<file path="src/rtl/serial_deser.sv">
// serial_deser: serial-to-parallel stage behind the parallel-to-serial shifter.
// Rebuilds BITS-wide words from ser_in/eos_in and presents them on a one-entry
// valid/ready buffer, flagging framing errors and overruns (sticky).
// Optional feature macro: DESER_LSB_FIRST_EN (LSB-first bit order; default MSB first).
module serial_deser #(
   parameter int BITS = 8
) (
   input  logic            clk,
   input  logic            rst_n,
   input  logic            ena,
   input  logic            ser_in,
   input  logic            eos_in,
   output logic [BITS-1:0] data_out,
   output logic            data_valid,
   input  logic            data_ready,
   output logic            frame_err,
   output logic            overrun,
   input  logic            clear_flags
);

   localparam int CW = $clog2(BITS);
   localparam logic [CW-1:0] LAST = CW'(BITS - 1);

   typedef enum logic {
      SYNC,
      RECV
   } state_t;

   state_t          state_q, state_d;
   logic [CW-1:0]   bit_cnt_q, bit_cnt_d;
   logic [BITS-1:0] shreg_q, shreg_d;
   logic [BITS-1:0] data_out_q, data_out_d;
   logic            data_valid_q, data_valid_d;
   logic            frame_err_q, frame_err_d;
   logic            overrun_q, overrun_d;

   logic [BITS-1:0] word_next;
   logic            word_done;
   logic            fe_set;
   logic            ov_set;

   // Shift register contents including the bit sampled this cycle
`ifdef DESER_LSB_FIRST_EN
   assign word_next = {ser_in, shreg_q[BITS-1:1]};
`else
   assign word_next = {shreg_q[BITS-2:0], ser_in};
`endif

   // Framing FSM, output buffer and sticky flag next-state logic
   always_comb begin
      state_d      = state_q;
      bit_cnt_d    = bit_cnt_q;
      shreg_d      = shreg_q;
      data_out_d   = data_out_q;
      data_valid_d = data_valid_q;
      word_done    = 1'b0;
      fe_set       = 1'b0;
      ov_set       = 1'b0;

      if (ena) begin
         shreg_d = word_next;
         unique case (state_q)
            SYNC: begin
               if (eos_in) begin
                  state_d   = RECV;
                  bit_cnt_d = '0;
               end
            end
            RECV: begin
               if (bit_cnt_q == LAST) begin
                  bit_cnt_d = '0;
                  if (eos_in) begin
                     word_done = 1'b1;
                  end else begin
                     fe_set  = 1'b1;
                     state_d = SYNC;
                  end
               end else if (eos_in) begin
                  // early eos: drop the partial word and realign on it
                  fe_set    = 1'b1;
                  bit_cnt_d = '0;
               end else begin
                  bit_cnt_d = bit_cnt_q + 1'b1;
               end
            end
            default: state_d = SYNC;
         endcase
      end

      // a completing word may replace one being drained on the same edge
      if (word_done) begin
         if (!data_valid_q || data_ready) begin
            data_out_d   = word_next;
            data_valid_d = 1'b1;
         end else begin
            ov_set = 1'b1;
         end
      end else if (data_valid_q && data_ready) begin
         data_valid_d = 1'b0;
      end

      frame_err_d = fe_set | (frame_err_q & ~clear_flags);
      overrun_d   = ov_set | (overrun_q & ~clear_flags);
   end

   // State and output registers
   always_ff @(posedge clk or negedge rst_n) begin
      if (!rst_n) begin
         state_q      <= SYNC;
         bit_cnt_q    <= '0;
         shreg_q      <= '0;
         data_out_q   <= '0;
         data_valid_q <= 1'b0;
         frame_err_q  <= 1'b0;
         overrun_q    <= 1'b0;
      end else begin
         state_q      <= state_d;
         bit_cnt_q    <= bit_cnt_d;
         shreg_q      <= shreg_d;
         data_out_q   <= data_out_d;
         data_valid_q <= data_valid_d;
         frame_err_q  <= frame_err_d;
         overrun_q    <= overrun_d;
      end
   end

   assign data_out   = data_out_q;
   assign data_valid = data_valid_q;
   assign frame_err  = frame_err_q;
   assign overrun    = overrun_q;

endmodule

</file>
<file path="config.mk">
export PLATFORM = sky130hd
export DESIGN_NAME = serial_deser
export DESIGN_NICKNAME = d
export VERILOG_FILES = /design/src/rtl/serial_deser.sv
export SDC_FILE = /design/constraint.sdc
export NUM_CORES = 1
export LEC_CHECK = 0
export CORE_MARGIN = 2
export CORE_UTILIZATION = 30
export DETAILED_ROUTE_END_ITERATION = 10
export PLACE_DENSITY = 0.54
export SYNTH_ARGS = -nofsm -noshare
export SYNTH_HDL_FRONTEND = slang
export SYNTH_SLANG_ARGS = --single-unit
</file>
<file path="constraint.sdc">
create_clock -name clk -period 1.98 [get_ports clk]
set_input_delay 0.297 -clock clk [delete_from_list [all_inputs] [get_ports clk]]
set_output_delay 0.297 -clock clk [all_outputs]
set_load 0.02 [all_outputs]
</file>
==> results of run 1 <==
[cell usage in the layout (no fill, tap or decap), types with 2 or more instances in the layout]
cell type,n
buf_4,4
clkbuf_4,3
clkdlybuf4s50_1,17
dfrtp_1,22
ha_1,3
inv_1,4
mux2_2,7
mux2_4,8
nand2_1,6
nor2_1,2
o21ai_0,6
[flip-flops by register name, summed over array words and instances, names as in the netlist]
register    cells
bit_cnt_q       3
data_out        8
data_valid      1
frame_err       1
overrun         1
shreg_q         7
state_q         1
[logic make-up after synthesis]
kind of cell	synth area share, %
AOI/OAI and AO/OA	4.90
xor gates and xnor gates	0.927
adders and majority gates	3.97
buffers and inverters	3.31
DFF	58.3
muxes	21.1
and+or+nand+nor	7.55
[per-stage QoR]
| stage | setup WS, ns | cell area (sq um) | power (mW) |
|---|---|---|---|
| CTS | 0.316 | 1240 | 1.02 |
| global placement | 0.274 | 1180 | 0.666 |
| finish | 0.329 | 1240 | 1.00 |
| floorplan | 0.485 | 945 | 0.609 |
| global route | 0.219 | 1240 | 1.06 |
| detailed placement | 0.267 | 1180 | 0.672 |
[layer usage]
metal  up-vias  share of wire, %  GRT usage [%]
li1        277                 -              -
met1       294                49           14.0
met2        11                46           15.8
met3         4               2.4           1.30
met4         0               2.7           6.67
met5         -                 0              0
[power by group]
part           internal, mW  switching, mW
Combinational        0.0749         0.0510
Clock                 0.205          0.139
Sequential            0.500         0.0330
[final cells by class]
| class | count | share of cell area [%] |
|---|---|---|
| Clock buffer | 3 | 1.82 |
| Inverter | 4 | 1.21 |
| Sequential cell | 22 | 44.5 |
| Clock inverter | 1 | 2.43 |
| Tap cell | 44 | 4.45 |
| Multi-Input combinational cell | 40 | 29.4 |
| Timing Repair Buffer | 21 | 16.2 |
[critical path, stage by stage (launching register included)]
cell and delay, ns:
dfrtp_1 0.39, ha_1 0.19, ha_1 0.20, nand4_2 0.14, nor2b_2 0.12, buf_4 0.20
mux2_4 0.31
[path summary, 6_finish.rpt]
kind,endpoint,slack (ns),cells past startpoint
max,data_out[3]$_DFFE_PN0P_,0.33,6
min,shreg_q[0]$_DFFE_PN0P_,0.32,2
max reg2reg,data_out[3]$_DFFE_PN0P_,0.33,6
min reg2reg,data_out[7]$_DFFE_PN0P_,0.52,1
max in group asynchronous,state_q$_DFFE_PN0P_,1.44,2
min in group clk,data_out[7]$_DFFE_PN0P_,0.52,1
==> summary.txt, run 1 <==
Logic synthesis
  • Synthesized flop and latch total: 22
  • Register area share after synthesis: 58.3%
  • Post-Syn Area: 945 sq um
  • Synth cell types: 18
  • Post-synth top area share: 58.3%
  • Synth async-reset ratio: 100%
  • Cell with the most instances after synthesis: dfrtp_1
  • Synth area leader: dfrtp_1
  • Synth Flop Type: dfrtp_1
  • Post-Syn Instances: 68
  • Synth top cells by count: dfrtp_1, mux2_4, mux2_2
  • Syn avg cell area: 13.9 sq um
  • Syn nets: 78
  • Largest cells by area after synthesis: dfrtp_1, mux2_4, mux2_2
  • YS warnings: 0
  • EDFF count, synth: 0

STA
  • Setup Skew: 0.00338 ns
  • Post-route minimum period: 1.65 ns
  • # setup viols final: 0
  • Final hold slack: 0.317 ns
  • Max_slew headroom: 81.4%
  • Final Hold Viols: 0
  • Max-slew violations: 0
  • Worst slew pin tran: 0.280 ns
  • Max Fclk: 606 MHz
  • Period Utilization, post-route: 83.4%
  • RSZ-0062 raised after global routing: no
  • Setup tns final: 0 ns

Global routing
  • Global-route wire length before repair: 2.75 mm
  • GRT Overall Usage: 10.5%
  • Number of global-route vias before repair: 624
  • GR Overflow Total: 0
  • Initial antenna violation count: 0
  • Largest net degree at the start of global routing: 23

Die
  • Initial Util: 31.2%
  • Die X: 60.1 microns
  • Core Box Area: 3030 sq um
  • Std cell rows: 20
  • Die Ht: 60.1 microns
  • Die area: 3610 sq um
  • Ports: 18

Drt
  • Initial drt markers: 21
  • Vias per cell: 4.34
  • DRC violations left: 0
  • DRT Pass-1 Iters: 4
  • Post-route ant nets: 0
  • Wire per inst: 11.5 microns
  • Vias: 586
  • Drt total wl: 1.55 mm

Final layout
  • Final Util: 40.8%
  • Final net count: 102
  • FF+latch area: 551 sq um
  • Multi-input logic area: 363 sq um
  • Fin cells: 135
  • Share of layout cells above drive strength 1: 27.5%
  • Number of diodes: 0
  • Fillers: 299
  • Area growth, synth to finish: 30.9%

Place
  • Detailed placement HPWL: 1.10 mm
  • Placed insts: 131
  • Final GP Congestion: 0.666
  • Buffers added on ports: 17

Status
  • Status: finished clean

Clock tree
  • Sink Count: 22
  • Post-CTS sizing: 0
  • CTS tree: built
  • Clk slew on worst S/H paths: 0.12 ns
  • CTS Buf Count: 3
  • Worst-skew pair later-pin latency: 0.31 ns
  • Htree depth: 1
  • Longest Clk Path Bufs: 2
  • Postcts setup bufs: 0
  • Root buf cell: clkbuf_4
  • Post-cts hold buffer count: 0

Power and ir drop
  • Leakage: 0.585 nW
  • Pwr dens: 811 nW/um^2
  • Peak supply drop: 228 uV

Critical path
  • CP required: 2.19 ns
  • Crit path launch: bit_cnt_q[0]$_DFFE_PN0P_
  • Worst path arrival time: 1.86 ns
  • R2R Path Start: bit_cnt_q[0]$_DFFE_PN0P_
  • Setup crit end kind: register
  • Worst-path fanout max: 8
  • Crit Path Class: reg -> reg
  • Critical Path Start Type: register

Flow run
  • Max_cap viols: 0

Min path
  • Worst hold path class: in -> async
Note: power is estimated with default switching activity, not from simulation.
==> run 2: changes to the inputs <==
--- a/config.mk
+++ b/config.mk
@@ -8,7 +8,7 @@
 export CORE_MARGIN = 2
 export CORE_UTILIZATION = 30
 export DETAILED_ROUTE_END_ITERATION = 10
-export PLACE_DENSITY = 0.54
+export PLACE_DENSITY = 0.56
 export SYNTH_ARGS = -nofsm -noshare
 export SYNTH_HDL_FRONTEND = slang
 export SYNTH_SLANG_ARGS = --single-unit
==> constraint.sdc (replaced) <==
create_clock -name clk -period 1.48 [get_ports clk]
set_input_delay 0.222 -clock clk [delete_from_list [all_inputs] [get_ports clk]]
set_output_delay 0.222 -clock clk [all_outputs]
set_load 0.02 [all_outputs]
==> run 2 against run 1 <==
The run now ends with negative setup slack left. Fmax up 9.6%. Hold slack worse by 0.068 ns. Combinational power grew 39%. Sequential share of layout area is 1.5 points lower. Sequential power up 35%. Utilization up 1.4 points. Final area is 3.5% higher. Largest power group unchanged.
==> summary.txt, run 2 (synthesis results as in run 1) <==
Status
  • Status: finished, violations left (was finished clean)
  • Failing checks: negative setup slack

Drt
  • DRT Pass-1 Iters: 4 (unchanged)
  • DRC violations left: 0 (unchanged)
  • Vias per cell: 4.28 (was 4.34)
  • Post-route ant nets: 0 (unchanged)
  • Initial drt markers: 5 (was 21)
  • Wire per inst: 11.0 microns (was 11.5 microns)
  • Drt total wl: 1.51 mm (was 1.55 mm)
  • Vias: 590 (was 586)

Clock tree
  • CTS Buf Count: 3 (unchanged)
  • Longest Clk Path Bufs: 2 (unchanged)
  • Postcts setup bufs: 0 (unchanged)
  • Worst-skew pair later-pin latency: 0.30 ns (was 0.31 ns)
  • Clk slew on worst S/H paths: 0.12 ns (about the same)
  • Htree depth: 1 (unchanged)
  • Root buf cell: clkbuf_4 (unchanged)
  • CTS tree: built (unchanged)
  • Sink Count: 22 (unchanged)

Die
  • Initial Util: 31.2% (unchanged)
  • Die Ht: 60.1 microns (unchanged)
  • Ports: 18 (unchanged)
  • Core Box Area: 3030 sq um (unchanged)
  • Die area: 3610 sq um (unchanged)
  • Std cell rows: 20 (unchanged)
  • Die X: 60.1 microns (unchanged)

Power and ir drop
  • Total Power: 1.22 mW (was 1.00 mW)
  • Pwr dens: 953 nW/um^2 (was 811 nW/um^2)
  • Cell Int Power: 922 uW (was 780 uW)
  • Sw Ratio: 24.4% (was 22.3%)
  • Register share of total power: 58.9% (was 53.2%)
  • Net switching power: 298 uW (was 223 uW)
  • Peak supply drop: 229 uV (was 228 uV)
  • Leakage: 0.635 nW (was 0.585 nW)
  • Comb pwr share: 14.3% (was 12.5%)
  • Clock Power Share: 26.8% (was 34.3%)

STA
  • Max Fclk: 664 MHz (was 606 MHz)
  • # setup viols final: 8 (was 0)
  • Period Utilization, post-route: 102% (was 83.4%)
  • Setup Skew: 0.000720 ns (was 0.00338 ns)
  • Max-slew violations: 0 (unchanged)
  • Setup tns final: -0.178 ns (was 0 ns)
  • Post-route minimum period: 1.51 ns (was 1.65 ns)
  • RSZ-0062 raised after global routing: yes (was no)
  • Final Hold Viols: 0 (unchanged)
  • Worst slew pin tran: 0.274 ns (was 0.280 ns)
  • Final worst slack: -0.0262 ns (was 0.329 ns)
  • Max_slew headroom: 81.7% (was 81.4%)

Critical path
  • CP endpoint: data_out[4]$_DFFE_PN0P_ (was data_out[3]$_DFFE_PN0P_)
  • Crit-path max cell delay: 0.41 ns (was 0.39 ns)
  • CP Depth: 6 (unchanged)
  • WP buf/inv: 1 (unchanged)
  • Crit path launch: bit_cnt_q[1]$_DFFE_PN0P_ (was bit_cnt_q[0]$_DFFE_PN0P_)
  • Worst path arrival time: 1.71 ns (was 1.86 ns)
  • Worst-path fanout max: 8 (unchanged)
  • R2R depth: 6 (unchanged)
  • Reg2reg end: data_out[4]$_DFFE_PN0P_ (was data_out[3]$_DFFE_PN0P_)
  • Slowest library cell on the worst path: dfrtp_1 (unchanged)
  • Reg2Reg Setup Slack: -0.03 ns (was 0.33 ns)
  • CP required: 1.68 ns (was 2.19 ns)
  • Critical Path Start Type: register (unchanged)
  • Crit path max-delay family: flip-flops (unchanged)
  • Top cell by count, worst path: ha_4 (was ha_1)
  • Crit Path Class: reg -> reg (unchanged)
  • R2R Path Start: bit_cnt_q[1]$_DFFE_PN0P_ (was bit_cnt_q[0]$_DFFE_PN0P_)
  • Setup crit end kind: register (unchanged)
  • Critical-path cell list: ha_4 -> ha_4 -> nand4_4 -> nor2b_4 -> buf_12 -> mux2_4 (was ha_1 -> ha_1 -> nand4_2 -> nor2b_2 -> buf_4 -> mux2_4)

Global routing
  • Largest net degree at the start of global routing: 23 (unchanged)
  • GR Overflow Total: 0 (unchanged)
  • Number of global-route vias before repair: 567 (was 624)
  • GRT Overall Usage: 9.94% (was 10.5%)
  • Initial antenna violation count: 0 (unchanged)
  • Global-route wire length before repair: 2.62 mm (was 2.75 mm)

Final layout
  • Area growth, synth to finish: 35.5% (was 30.9%)
  • Number of diodes: 0 (unchanged)
  • Share of layout cells above drive strength 1: 31.9% (was 27.5%)
  • Commonest cells after routing, fill and taps aside: dfrtp_1, dlygate4sd2_1, mux2_4 (was dfrtp_1, clkdlybuf4s50_1, mux2_4)
  • Commonest non-fill, non-tap cell in the layout: dfrtp_1 (unchanged)
  • Largest register FFs: 8 (unchanged)
  • Final net count: 105 (was 102)

Place
  • Buffers added on ports: 17 (unchanged)
  • Final GP Congestion: 0.672 (was 0.666)
  • Setup Slack @ Placement: -0.135 ns (was 0.267 ns)
  • Detailed placement HPWL: 1.10 mm (about the same)

Flow run
  • Max_cap viols: 0 (unchanged)

Min path
  • Worst hold path class: in -> async (unchanged)
[run 2: cell count changes in the layout (fill, tap and decap cells not counted), sizes merged]
| cell | previous run | this run |
|---|---|---|
| clkdlybuf4s50 | 17 | 6 |
| dlygate4sd2 | 0 | 11 |
| bufinv | 1 | 0 |
| clkbuf | 3 | 4 |
| buf | 4 | 7 |
[run 2: repair_timing]
action	4_1_cts	5_1_grt
setup endpoints to repair	19	8
gates resized for setup	13	0
gates cloned	0	0
hold buffers	0	0
[run 2: stage by stage]
| stage | util (%) | hold slack (ns) | cell area (sq um) | std cells |
|---|---|---|---|---|
| floorplan | - | -0.0736 | 968 | 68 |
| global placement | 41.0 | 0.489 | 1240 | 134 |
| global route | 42.3 | 0.263 | 1280 | 138 |
| CTS | 42.3 | 0.253 | 1280 | 138 |
| detailed placement | 41.0 | 0.494 | 1240 | 134 |
| finish | 42.3 | 0.249 | 1280 | 138 |
[run 2: cell type report]
type                       count  area [sq um]
clock buffer                   4          36.3
fill                         288          1750
timing repair buffer          24           221
tap                           44          55.1
sequential                    22           551
multi-input combinational     40           402
inverter                       4          15.0
[run 2: metal layers]
layer  track usage, %  wire, microns  share of wire, %
met2             14.4            754                50
met3            0.649             36               2.4
met4             6.67              0                 0
met1             14.1            722                48
met5                0              0                 0
[run 2: power groups by stage]
| stage | clock network (mW) | logic (mW) | registers, mW |
|---|---|---|---|
| after floorplan | 0 | 0.0901 | 0.729 |
| after global placement | 0 | 0.176 | 0.724 |
| after detailed placement | 0 | 0.183 | 0.728 |
| after CTS | 0.339 | 0.180 | 0.719 |
| after global routing | 0.366 | 0.196 | 0.730 |
| final | 0.327 | 0.175 | 0.718 |
[run 2: how the worst min path moves through the flow]
stage                                 startpoint                  endpoint  depth (start not counted)  slack, ns
final                                      rst_n       frame_err$_DFF_PN0_                          2       0.25
after detailed placement  shreg_q[6]$_DFFE_PN0P_   data_out[7]$_DFFE_PN0P_                          1       0.49
after floorplan                            rst_n  bit_cnt_q[0]$_DFFE_PN0P_                          0      -0.07
after CTS                                  rst_n       frame_err$_DFF_PN0_                          2       0.25
after global routing                       rst_n   data_out[7]$_DFFE_PN0P_                          2       0.26
after global placement    shreg_q[6]$_DFFE_PN0P_   data_out[7]$_DFFE_PN0P_                          1       0.49
[run 2: worst register-to-register path: cells and delay by family, from the launching register on]
kind / cells / cell delay [ns]
flip-flops: 1 / 0.41
multiplexers: 1 / 0.30
adder cells (fa/ha/maj): 2 / 0.31
AND/OR/NAND/NOR: 2 / 0.26
buffers and inverters: 1 / 0.14
==> run 3: changes to the inputs <==
--- a/config.mk
+++ b/config.mk
@@ -6,9 +6,10 @@
 export NUM_CORES = 1
 export LEC_CHECK = 0
 export CORE_MARGIN = 2
-export CORE_UTILIZATION = 30
+export CORE_UTILIZATION = 37
+export CTS_CLUSTER_DIAMETER = 150
 export DETAILED_ROUTE_END_ITERATION = 10
-export PLACE_DENSITY = 0.56
+export PLACE_DENSITY = 0.65
 export SYNTH_ARGS = -nofsm -noshare
 export SYNTH_HDL_FRONTEND = slang
 export SYNTH_SLANG_ARGS = --single-unit
==> run 3 against run 2 <==
The flow still finishes with violations (negative setup slack). Highest routed layer is now met4. Clock skew is 0.0058 ns higher. Flip-flop and latch count stayed put. Die area decreased by 18%. Non-clock buffer count increased by 2. Critical path depth is the same. Hold slack got worse by 0.0099 ns.
==> summary.txt, run 3 (synthesis results as in run 1) <==
Final layout
  • Fin cells: 126 (was 138)
  • FF+latch area: 551 sq um (unchanged)
  • Share of layout cells above drive strength 1: 33.3% (was 31.9%)
  • Multi-input logic area: 392 sq um (was 402 sq um)
  • Final Util: 51.4% (was 42.3%)
  • Commonest cells after routing, fill and taps aside: dfrtp_1, dlygate4sd2_1, mux2_4 (unchanged)
  • Area growth, synth to finish: 33.6% (was 35.5%)
  • Fillers: 219 (was 288)
  • Largest register FFs: 8 (unchanged)
  • Final net count: 107 (was 105)
  • Number of diodes: 0 (unchanged)
  • Commonest non-fill, non-tap cell in the layout: dfrtp_1 (unchanged)

Place
  • Buffers added on ports: 17 (unchanged)
  • Final GP Congestion: 0.713 (was 0.672)
  • Placed insts: 121 (was 134)
  • Detailed placement HPWL: 1.12 mm (was 1.10 mm)
  • Setup Slack @ Placement: -0.117 ns (was -0.135 ns)

Drt
  • Post-route ant nets: 0 (unchanged)
  • Initial drt markers: 4 (was 5)
  • Vias: 585 (was 590)
  • Vias per cell: 4.64 (was 4.28)
  • DRC violations left: 0 (unchanged)
  • DRT Pass-1 Iters: 2 (was 4)
  • Wire per inst: 12.4 microns (was 11.0 microns)
  • Drt total wl: 1.57 mm (was 1.51 mm)

Critical path
  • Critical Path Start Type: register (unchanged)
  • Worst-path fanout max: 4 (was 8)
  • Worst path arrival time: 1.72 ns (was 1.71 ns)
  • Slowest library cell on the worst path: dfrtp_1 (unchanged)
  • CP endpoint: data_out[6]$_DFFE_PN0P_ (was data_out[4]$_DFFE_PN0P_)
  • Crit-path max cell delay: 0.37 ns (was 0.41 ns)
  • R2R depth: 6 (unchanged)
  • Crit Path Class: reg -> reg (unchanged)
  • Critical-path cell list: ha_2 -> ha_4 -> nand4_4 -> nor2b_4 -> buf_6 -> mux2_4 (was ha_4 -> ha_4 -> nand4_4 -> nor2b_4 -> buf_12 -> mux2_4)
  • Setup crit end kind: register (unchanged)
  • CP required: 1.68 ns (about the same)
  • Reg2Reg Setup Slack: -0.04 ns (was -0.03 ns)
  • Reg2reg end: data_out[6]$_DFFE_PN0P_ (was data_out[4]$_DFFE_PN0P_)
  • R2R Path Start: bit_cnt_q[1]$_DFFE_PN0P_ (unchanged)
  • Crit path launch: bit_cnt_q[1]$_DFFE_PN0P_ (unchanged)

STA
  • RSZ-0062 raised after global routing: yes (unchanged)
  • Max_slew headroom: 82.3% (was 81.7%)
  • Setup Skew: 0.00656 ns (was 0.000720 ns)
  • Max-slew violations: 0 (unchanged)
  • Worst slew pin tran: 0.266 ns (was 0.274 ns)
  • # setup viols final: 8 (unchanged)
  • Period Utilization, post-route: 103% (was 102%)
  • Final hold slack: 0.239 ns (was 0.249 ns)
  • Max Fclk: 658 MHz (was 664 MHz)
  • Post-route minimum period: 1.52 ns (was 1.51 ns)
  • Final worst slack: -0.0402 ns (was -0.0262 ns)
  • Final Hold Viols: 0 (unchanged)

Status
  • Status: finished, violations left (unchanged)
  • Failing checks: negative setup slack (unchanged)

Clock tree
  • Clk slew on worst S/H paths: 0.12 ns (about the same)
  • CTS tree: built (unchanged)
  • Sink Count: 22 (unchanged)
  • Htree depth: 1 (unchanged)
  • Worst-skew pair later-pin latency: 0.30 ns (about the same)
  • Longest Clk Path Bufs: 2 (unchanged)
  • CTS Buf Count: 3 (unchanged)
  • Root buf cell: clkbuf_4 (unchanged)

Min path
  • Worst hold path class: in -> async (unchanged)

Power and ir drop
  • Pwr dens: 966 nW/um^2 (was 953 nW/um^2)
  • Sw Ratio: 24.3% (was 24.4%)
  • Leakage: 0.644 nW (was 0.635 nW)
  • Cell Int Power: 923 uW (was 922 uW)
  • Clock Power Share: 26.6% (was 26.8%)
  • Peak supply drop: 621 uV (was 229 uV)
  • Total Power: 1.22 mW (about the same)
  • Register share of total power: 58.9% (about the same)
  • Comb pwr share: 14.5% (was 14.3%)
  • Net switching power: 296 uW (was 298 uW)

Global routing
  • Largest net degree at the start of global routing: 23 (unchanged)
  • Number of global-route vias before repair: 568 (was 567)
  • GR Overflow Total: 0 (unchanged)
  • Global-route wire length before repair: 2.57 mm (was 2.62 mm)
  • Initial antenna violation count: 0 (unchanged)
  • GRT Overall Usage: 12.8% (was 9.94%)

Die
  • Die Ht: 54.5 microns (was 60.1 microns)
  • Std cell rows: 18 (was 20)
  • Initial Util: 38.5% (was 31.2%)
  • Die X: 54.5 microns (was 60.1 microns)
  • Core Box Area: 2450 sq um (was 3030 sq um)
  • Die area: 2970 sq um (was 3610 sq um)
  • Ports: 18 (unchanged)

Flow run
  • Max_cap viols: 0 (unchanged)
-- run 3: cell types whose count changed in the layout (fill, tap and decap cells not counted) --
cell | before | now
buf_12 | 1 | 0
buf_4 | 6 | 7
buf_6 | 0 | 2
ha_2 | 0 | 1
ha_4 | 2 | 1
-- run 3: how the worst min path moves through the flow --
stage,endpoint
after global placement,data_out[7]$_DFFE_PN0P_
after CTS,shreg_q[0]$_DFFE_PN0P_
final,shreg_q[0]$_DFFE_PN0P_
after detailed placement,data_out[0]$_DFFE_PN0P_
after global routing,shreg_q[1]$_DFFE_PN0P_
after floorplan,bit_cnt_q[0]$_DFFE_PN0P_
-- run 3: per-stage QoR --
step	area, sq um	TNS, ns
5_1_grt	1260	-0.889
2_1_floorplan	968	0
4_1_cts	1260	-0.281
3_5_place_dp	1220	-0.893
3_3_place_gp	1220	-0.854
6_report	1260	-0.278
-- run 3: layer usage --
layer  GRT usage [%]  vias up  share of wire [%]
met5               0        -                  0
met4            7.50        0                1.1
met3            4.10        2                4.9
met2            18.3        8                 47
met1            16.8      288                 46
li1                -      287                  -
-- run 3: power by group through the flow --
stage / Combinational (mW) / Clock, mW / Sequential, mW
floorplan: 0.0901 / 0 / 0.729
global placement: 0.175 / 0 / 0.727
detailed placement: 0.182 / 0 / 0.729
CTS: 0.181 / 0.339 / 0.717
global route: 0.196 / 0.363 / 0.728
finish: 0.177 / 0.325 / 0.718
-- run 3: cell type report --
cell class              count  share of cell area [%]
clock buffers               4                    2.87
inverters                   4                    1.19
multi-input cells          40                    31.0
flip-flops and latches     22                    43.6
well taps                  30                    2.97
repair buffers             26                    18.3
-- run 3: what timing repair did --
item | in CTS | in global routing
gates resized for setup | 14 | 0
setup endpoints to repair | 19 | 8
buffers inserted | 1 | 0
hold endpoints to repair | 0 | 0
hold buffers | 0 | 0
pin swaps | 1 | 1
-- run 3: critical path, delay by kind of cell, from the launching register on --
family        cells  cell delay (ns)
flops             1             0.37
buf+inv           1             0.13
fa+ha+maj         2             0.36
mux               1             0.29
simple gates      2             0.27
